File: src/rtl/input_conditioner.sv
// Two-player button conditioner: synchronizes, debounces and masks opposing
// directions on 14 raw buttons, then emits one-cycle press pulses.
module input_conditioner #(
  parameter int DEBOUNCE_CYCLES = 1_000_000
) (
  input  logic       clk,
  input  logic       reset,
  input  logic [6:0] p1_raw,
  input  logic [6:0] p2_raw,
  output logic [6:0] p1_inputs,
  output logic [6:0] p2_inputs,
  output logic [6:0] p1_press,
  output logic [6:0] p2_press
);

  localparam int N  = 14;
  localparam int CW = $clog2(DEBOUNCE_CYCLES);
  localparam logic [CW-1:0] CNT_MAX = CW'(DEBOUNCE_CYCLES - 1);

  logic [1:0]         rst_sync;
  logic               core_rst_n;
  logic [N-1:0]       raw, sync0, sync1;
  logic [N-1:0]       deb, deb_next;
  logic [N-1:0][CW-1:0] cnt, cnt_next;
  logic [N-1:0]       inputs_q, inputs_next, press_q;

  // Left and right, and up and down, cancel each other while both are held.
  function automatic logic [6:0] exclude_opposing(input logic [6:0] d);
    logic [6:0] r;
    r    = d;
    r[1] = d[1] & ~d[2];
    r[2] = d[2] & ~d[1];
    r[3] = d[3] & ~d[4];
    r[4] = d[4] & ~d[3];
    return r;
  endfunction

  assign raw = {p2_raw, p1_raw};

  // NOTE: the data synchronizer leaves reset as soon as the pin releases, while
  // the debounce core waits two more edges; the two-edge synchronizer latency
  // hides that wait, so a held button still lands 2 + DEBOUNCE_CYCLES edges on.
  always_ff @(posedge clk or negedge reset) begin
    if (!reset) rst_sync <= '0;
    else        rst_sync <= {rst_sync[0], 1'b1};
  end

  assign core_rst_n = rst_sync[1];

  always_ff @(posedge clk or negedge reset) begin
    if (!reset) begin
      sync0 <= '0;
      sync1 <= '0;
    end else begin
      sync0 <= raw;
      sync1 <= sync0;
    end
  end

  always_comb begin
    deb_next = deb;
    cnt_next = '0;
    for (int i = 0; i < N; i++) begin
      if (sync1[i] != deb[i]) begin
        if (cnt[i] == CNT_MAX) deb_next[i] = sync1[i];
        else                   cnt_next[i] = cnt[i] + CW'(1);
      end
    end
  end

  // Outputs are registered from the next debounced value so they move on the
  // same edge as deb rather than one cycle later.
  assign inputs_next = {exclude_opposing(deb_next[13:7]),
                        exclude_opposing(deb_next[6:0])};

  // NOTE: every sequential assignment is non-blocking so all flops sample
  // pre-edge values, regardless of statement order.
  always_ff @(posedge clk or negedge core_rst_n) begin
    if (!core_rst_n) begin
      deb      <= '0;
      cnt      <= '0;
      inputs_q <= '0;
      press_q  <= '0;
    end else begin
      deb      <= deb_next;
      cnt      <= cnt_next;
      inputs_q <= inputs_next;
      press_q  <= inputs_next & ~inputs_q;
    end
  end

  assign p1_inputs = inputs_q[6:0];
  assign p2_inputs = inputs_q[13:7];
  assign p1_press  = press_q[6:0];
  assign p2_press  = press_q[13:7];

endmodule

File: config.mk
export PLATFORM = sky130hd
export DESIGN_NAME = input_conditioner
export DESIGN_NICKNAME = d
export VERILOG_FILES = /design/src/rtl/input_conditioner.sv
export SDC_FILE = /design/constraint.sdc
export NUM_CORES = 1
export LEC_CHECK = 0
export CORE_MARGIN = 2
export CORE_UTILIZATION = 49
export DETAILED_ROUTE_END_ITERATION = 16
export GPL_TIMING_DRIVEN = 1
export HOLD_SLACK_MARGIN = 0.08
export PLACE_DENSITY = 0.71
export REMOVE_ABC_BUFFERS = 1
export SKIP_CTS_REPAIR_TIMING = 1
export SYNTH_ARGS = -nofsm -noshare
export SYNTH_HDL_FRONTEND = slang
export SYNTH_SLANG_ARGS = --single-unit
File: constraint.sdc
create_clock -name clk -period 20.6 [get_ports clk]
set_input_delay 2.06 -clock clk [delete_from_list [all_inputs] [get_ports clk]]
set_output_delay 2.06 -clock clk [all_outputs]
set_load 0.005 [all_outputs]
# After elaboration in Yosys (flattened, before gate mapping)
# Index checks and enable logic that the tools add are counted.
[classes]
add_sub_neg = 14
eq_ne = 28
mux = 56
bitwise = 18
[ops]
columns = ["cell", "n"]
rows = [
  ["2-to-1 mux 20 bit", 28],
  ["adder 20 x 1 -> 20 bit, second input constant", 14],
  ["== test 20 bit, second input constant", 14],
  ["2-to-1 mux 1 bit", 28],
  ["bitwise AND 14 bit", 1],
  ["!= test 1 bit", 14],
  ["inverter 14 bit", 1],
  ["bitwise AND 1 bit", 8],
  ["inverter 1 bit", 8],
]
[totals]
regBits = 352
inputBits = 16
output_inout_bits = 28

# Longest topological paths before layout
# Gate-level depths: netlist of the first run.
[logic_depth]
ltp_word = 6
ltp_mapped = 8

# Least setup slack after synthesis of the first run
# Ideal clock, no wire load.
[synth_path]
kind = "register -> output"
start = "reg inputs_q[6]"
end = "out p1_inputs[6]"
t_arrival_ps = 521
path_slack_ps = 18019
path_stages_with_launch = 2
path_buffers = 1
path_cell_list = "dfrtp_1 buf_4"
[synth_rtl]
columns = ["element", "line_no", "source"]
rows = [
  ["from (decl)", "25", "logic [N-1:0] inputs_q, inputs_next, press_q;"],
  ["from (signal assigned)", "87", "inputs_q <= inputs_next;"],
  ["to (decl)", "10", "output logic [6:0] p1_inputs,"],
]
# No word-level cell between the ends.

# Final worst setup path of the first run
[layout_path]
start = "reg inputs_q[6]"
end = "out p1_inputs[6]"
# No word-level cell between the ends.

==> out/qor.txt, run 1 <==
Number of antenna-violating nets in the routed design: 0
Worst endpoint required time: 18.54 ns
Worst relative slew slack: 34.18%
Latest clock arrival within the worst-skew pair: 0.52 ns
Final core utilization: 56.03%
Vias per inst: 5.253
Worst-Margin Slew: 0.9873 ns
Dominant register cell in the synthesized netlist: dfrtp_1
Number of antenna violations at the first check in global routing: 0
Worst hold path depth: 0
Global-route total usage across every layer: 16.98%
Main area contributors after synthesis: dfrtp_1 (56%), xor2_1 (8.8%), nor2_1 (7.7%)
Overflow left after global routing: 0
Master cell of the clock root buffer: clkbuf_16
Max Freq: 285.4 MHz
Global-route wire length before repair: 48330 um
Yosys top cell area share: 55.67%
Number of buffers created by CTS: 36
Fin Clk Skew: 0.01730 ns
Critical Path Slowest Stage Cell: clkdlybuf4s50_1
Critical path depth: 1
Post-synthesis instance area: 15550 um^2
Worst setup slack after placement: 17.64 ns
Initial core utilization: 49.54%
Total placed cells including tap cells: 1923
Most common cell in the synthesized netlist: dfrtp_1
Pin count of the biggest net entering global routing: 161
Final cycle utilization of the critical path: 17.01%
Start point of the critical path: inputs_q[6]
Max-cap violations: 0
Via count of the first global-routing pass: 10.70k
Crit path max-delay family: buffers and inverters
Library cells used by synthesis: 38
Simple-gate share of the synthesized area: 25.44%
Yosys reg bits: 346
Setup TNS after final layout: 0 ns
Proportion of synthesized chip area in sequential cells: 55.67%
Number of H-tree branching levels: 2
Number of detailed-route iterations in the first pass: 5
Detailed Route Iter0 Violations: 615
Kind of start point of the critical path: flop
Post-route setup slack: 17.10 ns
Y dimension of the die: 182.2 um
Number of failing hold endpoints at the final stage: 0
Worst reg2reg startpoint: cnt[80]
Reg clk slew, reported paths: 0.06 ns
Critical path data arrival time: 1.44 ns
Fin nets: 1589
CP endpoint kind: output port
CP Cell Sequence: clkdlybuf4s50_1
Largest vdd supply drop: 0.08203 mV
Via Count: 10.44k
Final Slew Violations: 0
Number of enable-type register cells in the synthesized netlist: 0
Cell type with the largest total area after synthesis: dfrtp_1
Combinational family with the most area after synthesis: simple AND/OR/NAND/NOR gates
Chip width: 182.2 um
Max clock buf depth: 3
Class of the most critical setup path: flop to output port
Power per cell area: 80.08 nW/um^2
Overall die area: 33180 um^2
Antenna cells: 0
Critical hold path startpoint: sync0[7]
Cells on worst reg2reg path: 6
Type of the worst min-delay path: flop to flop
Mux cell area share after synthesis: 1.062%
Post-route insts no fill: 1987
Post-synth ARST share: 100.0%
Clk sinks: 346
Share of final-layout standard cells stronger than drive strength 1: 5.994%
Port Buf Inserts: 43
Filler cell count: 2690
Run status: completed
Static power due to leakage: 7.621 nW
Warnings, synthesis: 0
Area fraction in compound gates after synthesis: 0.08045%
Drc violations: 0
Average cell area after synthesis: 10.33 um^2
Arithmetic-cell share of the synthesized area counting full adders, half adders and majority gates: 1.126%
Worst Path Max Fanout: 4
IO Pins: 44
Max incr delay on CP: 0.52 ns
Final WL: 26800 um
Unrepaired setup endpoints after global routing: false
Detailed placement HPWL: 17070 um
XOR/XNOR share of the synthesized area: 14.92%
Routed len/inst: 13.49 um
# setup viols final: 0
Clock tree from TritonCTS: done
Row cnt: 65
Standard cell core area: 31390 um^2
Crit path buf inv count: 1
Area growth, synth to finish: 13.09%
Final critical delay including setup and external delays: 3.504 ns
Synthesized instance count: 1506
Routability cong.: 0.7998
Top cells by instance count after synthesis: dfrtp_1 (346), nor2_1 (320), xor2_1 (156), nand3_1 (130), xnor2_1 (109)
==> cell type report <==
type                       instances  area [um^2]  area share, %
tap                              402        503.0          2.860
sequential                       346         8662          49.25
inverter                          25        93.84         0.5335
clock buffer                      45        984.7          5.599
timing repair buffer              46        460.4          2.618
clock inverter                    19        250.2          1.423
multi-input combinational       1104         6634          37.72
==> cell families (layout without fill, tap and decap cells) <==
logic type	count (synthesis)	after routing
and+or+nand+nor	808	808
DFF	346	346
xor gates and xnor gates	265	265
buffers and inverters	56	135
adders and majority gates	14	14
muxes	14	14
AOI/OAI and AO/OA	2	2
other	1	1
==> cells in the final DEF (no fill, tap or decap), drive strengths merged, types with 3 or more instances in the layout <==
cell           instances
and2                   6
and3                  41
and4                  19
buf                    4
bufinv                 5
clkbuf                45
clkdlybuf4s50         42
clkinv                10
clkinvlp               3
dfrtp                346
ha                    14
inv                   26
mux2                  14
nand2                 93
nand2b                 7
nand3                131
nand3b                 5
nand4                 53
nor2                 320
nor2b                 11
nor3                  41
nor3b                 13
nor4                  32
nor4b                 10
nor4bb                 3
or2                   10
or3                    3
or4                    6
xnor2                109
xor2                 156
==> state kept, by name, summed over array words and instances, names as in the netlist <==
| name | cells |
|---|---|
| deb | 9 |
| sync1 | 14 |
| sync0 | 14 |
| press_q | 14 |
| inputs_q | 13 |
| cnt | 280 |
| rst_sync | 2 |
==> worst register-to-register path, delay by kind of cell, from the launching register on <==
family | cells | cell delay, ns
multiplexers | 1 | 0.39
adder cells (fa/ha/maj) | 1 | 0.20
AND/OR/NAND/NOR | 4 | 1.14
flip-flops | 1 | 0.39
==> through the flow <==
step | instance area (um^2) | hold WS [ns] | power, mW
floorplan | 15390 | 0.3312 | 0.7364
global placement | 16350 | 0.3355 | 0.7508
detailed placement | 16350 | 0.3347 | 0.7520
CTS | 17590 | 0.3511 | 1.429
global route | 17590 | 0.3553 | 1.462
finish | 17590 | 0.3481 | 1.408
==> path summary, 6_finish.rpt <==
check | slack (ns) | endpoint
setup / recovery | 17.10 | p1_inputs[6]
setup reg to reg | 18.33 | press_q[3]
hold reg to reg | 0.35 | sync1[7]
min in group asynchronous | 0.49 | cnt[239]
max in group asynchronous | 18.32 | rst_sync[1]
hold / removal | 0.35 | sync1[7]
==> routing by layer <==
metal	global-route usage (%)	up-vias	part of all wire (%)
li1	-	5170	-
met1	22.75	5090	48
met2	28.70	124	47
met3	2.495	53	2.8
met4	5.419	0	2.5
met5	0	-	0
==> where the power goes <==
group          switching [mW]  internal [mW]
clock                   0.266          0.404
sequential             0.0124          0.689
combinational          0.0249         0.0111
total                   0.304           1.10
Note: power is estimated with default switching activity, not from simulation.
==> run 2: changes to the inputs <==
==> constraint.sdc (replaced) <==
create_clock -name clk -period 3.3 [get_ports clk]
set_input_delay 0.33 -clock clk [delete_from_list [all_inputs] [get_ports clk]]
set_output_delay 0.33 -clock clk [all_outputs]
set_load 0.005 [all_outputs]
==> run 2 against run 1 <==
Against the previous run: design area rose by 0.63%; sequential power increased to 6.2 times the previous value; clock power grew to 6.4 times the previous value; first-iteration DRC count up 3.9%; sequential share of layout area down 0.31 points; critical path depth up 4; via count is 0.11% lower; highest routed layer unchanged.
==> out/qor.txt, run 2 (synthesis gave the netlist of run 1 again) <==
Number of H-tree branching levels: 2
Power per cell area: 502.1 nW/um^2
Post-route setup slack: 1.107 ns
Final WL: 27420 um
Number of antenna violations at the first check in global routing: 0
Detailed Route Iter0 Violations: 639
Max clock buf depth: 3
Worst Path Max Fanout: 19
Worst relative slew slack: 38.10%
Clk sinks: 346
Switching component of the power: 1.914 mW
CP Cell Sequence: or4b_1, nor4_1, nand3_1, nand2b_1, nor2_1
Total placed cells including tap cells: 1928
Type of the worst min-delay path: primary input to flop
Critical path depth: 5
Initial core utilization: 49.54%
Row cnt: 65
Global-route total usage across every layer: 17.23%
Final critical delay including setup and external delays: 2.193 ns
Final cycle utilization of the critical path: 66.45%
Endpoint of the lowest-slack register-to-register path: cnt[122]
Number of failing hold endpoints at the final stage: 0
Slack of the worst reg-to-reg path: 1.11 ns
Max incr delay on CP: 0.52 ns
Master cell of the clock root buffer: clkbuf_16
Worst-Margin Slew: 0.9285 ns
Standard cell core area: 31390 um^2
Run status: completed
Sequential fraction of design power: 49.3%
Hold Path End: sync0[10]
Number of antenna-violating nets in the routed design: 0
Detailed placement HPWL: 17710 um
Vias per inst: 5.223
Overflow left after global routing: 0
IO Pins: 44
Port Buf Inserts: 43
Area growth, synth to finish: 13.81%
Proportion of total power due to net switching: 21.54%
Minimum hold slack: 0.2516 ns
Fin Clk Skew: 0.01229 ns
Worst setup slack after placement: 1.100 ns
Reg clk slew, reported paths: 0.07 ns
CP endpoint kind: flop
Chip width: 182.2 um
Routability cong.: 0.8118
Logic gate share of total power: 2.7%
Cells on worst reg2reg path: 5
Static power due to leakage: 7.682 nW
Clock tree from TritonCTS: done
Max Freq: 456.0 MHz
Global-route wire length before repair: 48870 um
Max-cap violations: 0
Pin count of the biggest net entering global routing: 79
Final Slew Violations: 0
Via Count: 10.43k
Worst endpoint required time: 3.66 ns
Overall die area: 33180 um^2
Number of buffers created by CTS: 37
Most common library cell in the layout ignoring fill and taps: dfrtp_1
Antenna cells: 0
Number of detailed-route iterations in the first pass: 4
Most flops, register: cnt
Worst hold path depth: 1
Y dimension of the die: 182.2 um
Critical hold path startpoint: p2_raw[3]
# setup viols final: 0
Crit path max-delay family: simple AND/OR/NAND/NOR gates
Unrepaired setup endpoints after global routing: false
Crit path buf inv count: 0
Largest register FFs: 280
Worst reg2reg startpoint: cnt[135]
Largest vdd supply drop: 0.3586 mV
Critical path data arrival time: 2.55 ns
Post-route insts no fill: 1996
Cell internal power dissipation: 6.972 mW
Fin nets: 1596
Share of final-layout standard cells stronger than drive strength 1: 6.462%
Clock share of power: 48.0%
Via count of the first global-routing pass: 10.55k
Commonest cells after routing, fill and taps aside: dfrtp_1 (345), nor2_1 (320), xor2_1 (156)
Drc violations: 0
Latest clock arrival within the worst-skew pair: 0.51 ns
Routed len/inst: 13.74 um
Critical Path Slowest Stage Cell: or4b_1
Kind of start point of the critical path: flop
Class of the most critical setup path: flop to flop
## run 2: cell count changes in the layout (fill, tap and decap cells not counted)
cell | before | now
buf_12 | 1 | 3
buf_4 | 2 | 5
clkinv_2 | 7 | 9
dlygate4sd3_1 | 0 | 1
clkbuf_16 | 36 | 39
clkinv_8 | 1 | 0
bufinv_16 | 5 | 4
## run 2: area by class of cell
| type | instances | area (um^2) |
|---|---|---|
| multi-input cells | 1104 | 6634 |
| fillers | 2698 | 13690 |
| flip-flops and latches | 346 | 8662 |
| clock inverters | 19 | 214.0 |
| inverters | 25 | 93.84 |
| well taps | 402 | 503.0 |
| clock buffers | 48 | 1060 |
| repair buffers | 52 | 533.0 |
## run 2: per-layer routing
metal | up-vias | global-route usage, % | share of wire (%)
met4 | 0 | 4.839 | 2.0
met3 | 49 | 2.714 | 3.1
met1 | 5071 | 23.74 | 47
met2 | 119 | 28.55 | 48
met5 | - | 0 | 0
li1 | 5187 | - | -
## run 2: worst max-delay path by stage
stage,from,to,slack [ns]
after floorplan,rst_sync[1],cnt[0],-6.22
after global placement,cnt[135],cnt[125],1.12
after detailed placement,cnt[135],cnt[122],1.10
after CTS,cnt[135],cnt[122],1.08
after global routing,cnt[135],cnt[122],0.92
final,cnt[135],cnt[122],1.11
## run 2: per-stage QoR
| step | util [%] | cell area [um^2] | total power [mW] | setup TNS (ns) |
|---|---|---|---|---|
| 3_3_place_gp | 52.29 | 16420 | 4.697 | 0 |
| 5_1_grt | 56.38 | 17700 | 9.250 | 0 |
| 4_1_cts | 56.35 | 17690 | 9.019 | 0 |
| 3_5_place_dp | 52.29 | 16420 | 4.706 | 0 |
| 6_report | 56.38 | 17700 | 8.886 | 0 |
| 2_1_floorplan | - | 15390 | 4.597 | -1965.16 |
## run 2: power by group through the flow
stage	clock network [mW]	logic [mW]	registers, mW
after detailed placement	0	0.249	4.46
after CTS	4.39	0.250	4.38
after global routing	4.58	0.282	4.39
after global placement	0	0.243	4.45
final	4.27	0.241	4.38
after floorplan	0	0.114	4.48
==> variant 1, RTL diff (config.mk and constraints of run 2) <==
The parameter `DEBOUNCE_CYCLES` goes from 1_000_000 to 2_000_000.
--- a/src/rtl/input_conditioner.sv
+++ b/src/rtl/input_conditioner.sv
@@ -2,5 +2,5 @@
 // directions on 14 raw buttons, then emits one-cycle press pulses.
 module input_conditioner #(
-  parameter int DEBOUNCE_CYCLES = 1_000_000
+  parameter int DEBOUNCE_CYCLES = 2_000_000
 ) (
   input  logic       clk,
Function: no difference found for any inputs over 10 cycles, from zero or initial values and one cycle with reset low; that may be too few to reach the edited logic, so the function may still have changed.
==> variant 1 against run 2 <==
Routed wire length rose by 6.4%; critical path depth rose by 1; sequential share of layout area fell by 0.55 points; synthesized area rose by 5.3%; cell area rose by 5.2%; power rose by 4.8%; synthesized cell count rose by 4.8%; die area rose by 5.2%; worst setup slack got worse by 170 ps; final cell count rose by 5.3%; via count rose by 5.5%; sequential cell count rose by 14; fmax fell by 7.3%; critical path type unchanged.
==> variant 1: results <==
[status]
status = "finished, final reports clean"

[finish]
layout.cells.non_filler = 2101
seq_cell_count = 360
clockBufferCount = 54
layout.nonclk_buf_share_pct = 2.89
final_layout_size_suffix_gt1_share_pct = 6.99
seq_area_share_pct = 48.4
flip_flop_count_of_the_largest_register_all_copies_and_words_added = 294
area.growth.synth_to_final_pct = 13.8
multiInputGateArea_mm2 = 0.00706
fin_nets = 1661
multi_input_gates = 1152
nNonClkInverters = 27

[place]
dp.final_hpwl_mm = 19.1
finalWeightedCongestion = 0.804
detailedPlace.worstSlack_ps = 981
placed_cells = 2031
place_area_mm2 = 0.0173

[grt]
first_global_vias = 11000
grtUsageTotal_pct = 17.1
gr_util_met1_pct = 24.1
globalRouteMet3Util_pct = 2.67
met2_usage_pct = 28.0
grt_pass1_wl_mm = 51.4

[logic_synthesis]
synth.lib_cells_used.distinct = 41
synth_compound_area_share_pct = 0.336
synth_fa_ha_area_share_pct = 1.07
synth_seq_area_share_pct = 55.0
post_synth_xor_area_fraction_pct = 14.7
synth_top_area_cells = "sky130_fd_sc_hd__dfrtp_1, sky130_fd_sc_hd__xor2_1, sky130_fd_sc_hd__nor2_1, sky130_fd_sc_hd__xnor2_1, sky130_fd_sc_hd__nand4_1"

[timing]
max_slew_margin_pct = 37.0
skew_ps = 19.2

[route]
routed_wl_mm = 29.2
viasPerCell = 5.24
drt-initial-drc-count = 645
sum_of_met3_wire_segment_lengths_after_detailed_routing_um = 830
dr.pass1.iters = 5
dr_wl_met2_mm = 13.7

[power_and_ir_drop]
power_frac_clock_pct = 48.6
max-vdd-ir-drop_uv = 526
total_leakage_power_nw = 7.95
p_total_mw = 9.31
netSwitchingFraction_pct = 21.0

[clocking]
cts.clk_slew.worst_paths_ps = 60
cts_made_buffers = 39

[critical_path]
path_max_fanout = 21
arrival_ps = 2720
timing.reg2reg.worst_path_depth = 6
critPathSlowestCell = "sky130_fd_sc_hd__nand2b_1"
## variant 1: cell count changes after synthesis, sizes merged, moves of 12 or more
cell	run 2	this run
nand4	53	88
and3	41	28
nor3	41	26
xnor2	109	97
nand3	131	106
xor2	156	178
dfrtp	346	360
nor2	320	340
## variant 1: final timing paths
path	to	startpoint	slack [ps]
hold / removal	sync0[10]$_DFF_PN0_	p2_raw[3]	240
hold reg to reg	sync1[9]$_DFF_PN0_	sync0[9]$_DFF_PN0_	340
min in group asynchronous	cnt[168]$_DFF_PN0_	rst_sync[1]$_DFF_PN0_	450
setup / recovery	cnt[27]$_DFF_PN0_	cnt[21]$_DFF_PN0_	930
setup reg to reg	cnt[27]$_DFF_PN0_	cnt[21]$_DFF_PN0_	930
max in group asynchronous	cnt[271]$_DFF_PN0_	rst_sync[1]$_DFF_PN0_	1960
==> variant 2, RTL diff (flow settings as in run 2) <==
Made on the original files. Reset style: synchronous (`core_rst_n` and `reset`), changed in 3 clocked blocks.
--- a/src/rtl/input_conditioner.sv
+++ b/src/rtl/input_conditioner.sv
@@ -41,5 +41,5 @@
   // the debounce core waits two more edges; the two-edge synchronizer latency
   // hides that wait, so a held button still lands 2 + DEBOUNCE_CYCLES edges on.
-  always_ff @(posedge clk or negedge reset) begin
+  always_ff @(posedge clk) begin
     if (!reset) rst_sync <= '0;
     else        rst_sync <= {rst_sync[0], 1'b1};
@@ -48,5 +48,5 @@
   assign core_rst_n = rst_sync[1];
 
-  always_ff @(posedge clk or negedge reset) begin
+  always_ff @(posedge clk) begin
     if (!reset) begin
       sync0 <= '0;
@@ -76,5 +76,5 @@
   // NOTE: every sequential assignment is non-blocking so all flops sample
   // pre-edge values, regardless of statement order.
-  always_ff @(posedge clk or negedge core_rst_n) begin
+  always_ff @(posedge clk) begin
     if (!core_rst_n) begin
       deb      <= '0;
Check against the original RTL: no difference found for any inputs over 10 cycles, from zero or initial values and one cycle with reset low; that may be too few to reach the edited logic, so the function may still have changed.
==> variant 2 against run 2 <==
Synthesized area shrank 9.4%; core utilization grew 0.62 points; first-iteration DRC count shrank 19%; routed wire length shrank 9.7%; largest cell class unchanged; critical endpoint is now cnt[103]$_SDFF_PP0_; worst setup slack lost 56 ps; non-clock buffer count shrank 5; sequential cell count is the same; cell area shrank 8.3%.
Power is not compared: it rests on default switching activity, and its combinational part moved more than twofold at a synthesized area within 25%.
==> variant 2: results <==
[status]
status = "finished, final reports clean"

[place]
placed_cells = 1948
finalWeightedCongestion = 0.813
dp.final_hpwl_mm = 16.4

[timing]
timing_worst_slew_pin_value_ps = 828
skew_ps = 6.07

[finish]
seq_area_share_pct = 42.7
nNonClkInverters = 26
layout.nonclk_buf_share_pct = 2.84
clockBufferCount = 53
final_layout_size_suffix_gt1_share_pct = 5.39
layout.non_clock_buffers = 47
multiInputGateArea_mm2 = 0.00687

[grt]
grt_start_max_net_pins = 31
globalRouteMet3Util_pct = 3.29
grt_pass1_wl_mm = 43.5
first_global_vias = 9766
grtUsageTotal_pct = 16.6
gr_util_met1_pct = 21.5

[route]
wirelength_met1_mm = 11.8
dr_wl_met2_mm = 11.5
drt-initial-drc-count = 520
sum_of_met3_wire_segment_lengths_after_detailed_routing_mm = 1.04

[logic_synthesis]
synth.lib_cells_used.distinct = 42
synth_seq_area_share_pct = 49.2
synthArstFlopShare_pct = 0
post_syn_instances = 1558
synth_top_area_cells = "sky130_fd_sc_hd__dfxtp_1, sky130_fd_sc_hd__xor2_1, sky130_fd_sc_hd__nor2_1, sky130_fd_sc_hd__xnor2_1, sky130_fd_sc_hd__nand3_1"

[critical_path]
arrival_ps = 2620
path_max_fanout = 20
==> variant 2: cells by family (layout without fill, tap and decap cells) <==
logic type               count (synthesis)  count (layout)  share of synthesized area [%]
buffers and inverters                   67             141                           2.02
flip-flops                             346             346                           49.2
XOR/XNOR                               265             265                           16.5
AO/OA/AOI/OAI                            3               3                          0.133
AND/OR/NAND/NOR                        850             850                           30.0
adder cells (fa/ha/maj)                 14              14                           1.24
multiplexers                            13              13                          0.986
==> variant 2: through the flow <==
stage	setup WS [ps]	instance area (um^2)
global placement	1130	14800
floorplan	1140	13900
finish	1050	16200
CTS	1050	16200
global route	843	16200
detailed placement	1050	14800
==> variant 2: path summary, 6_finish.rpt <==
kind / startpoint / slack (ps) / endpoint / depth (start not counted)
setup reg to reg: cnt[100]$_SDFF_PP0_ / 1050 / cnt[103]$_SDFF_PP0_ / 6
hold reg to reg: inputs_q[11]$_SDFF_PN0_ / 420 / press_q[11]$_SDFF_PN0_ / 1
setup / recovery: cnt[100]$_SDFF_PP0_ / 1050 / cnt[103]$_SDFF_PP0_ / 6
hold / removal: p1_raw[6] / 390 / sync0[6]$_SDFF_PN0_ / 2
==> variant 2: power by group <==
group          leakage (nW)  total, mW  internal, mW  switching, mW
clock                 0.690       4.57          2.92           1.65
sequential             2.79       4.21          4.20         0.0127
combinational          1.80     0.0753        0.0330         0.0423
==> variant 2: critical path, stage by stage (launching register included) <==
cell and delay, ps:
sky130_fd_sc_hd__dfxtp_1 360, sky130_fd_sc_hd__ha_1 210, sky130_fd_sc_hd__and4_1 270, sky130_fd_sc_hd__nand2_1 180, sky130_fd_sc_hd__nor3_1 380, sky130_fd_sc_hd__or3_1 580, sky130_fd_sc_hd__nor2_1 130
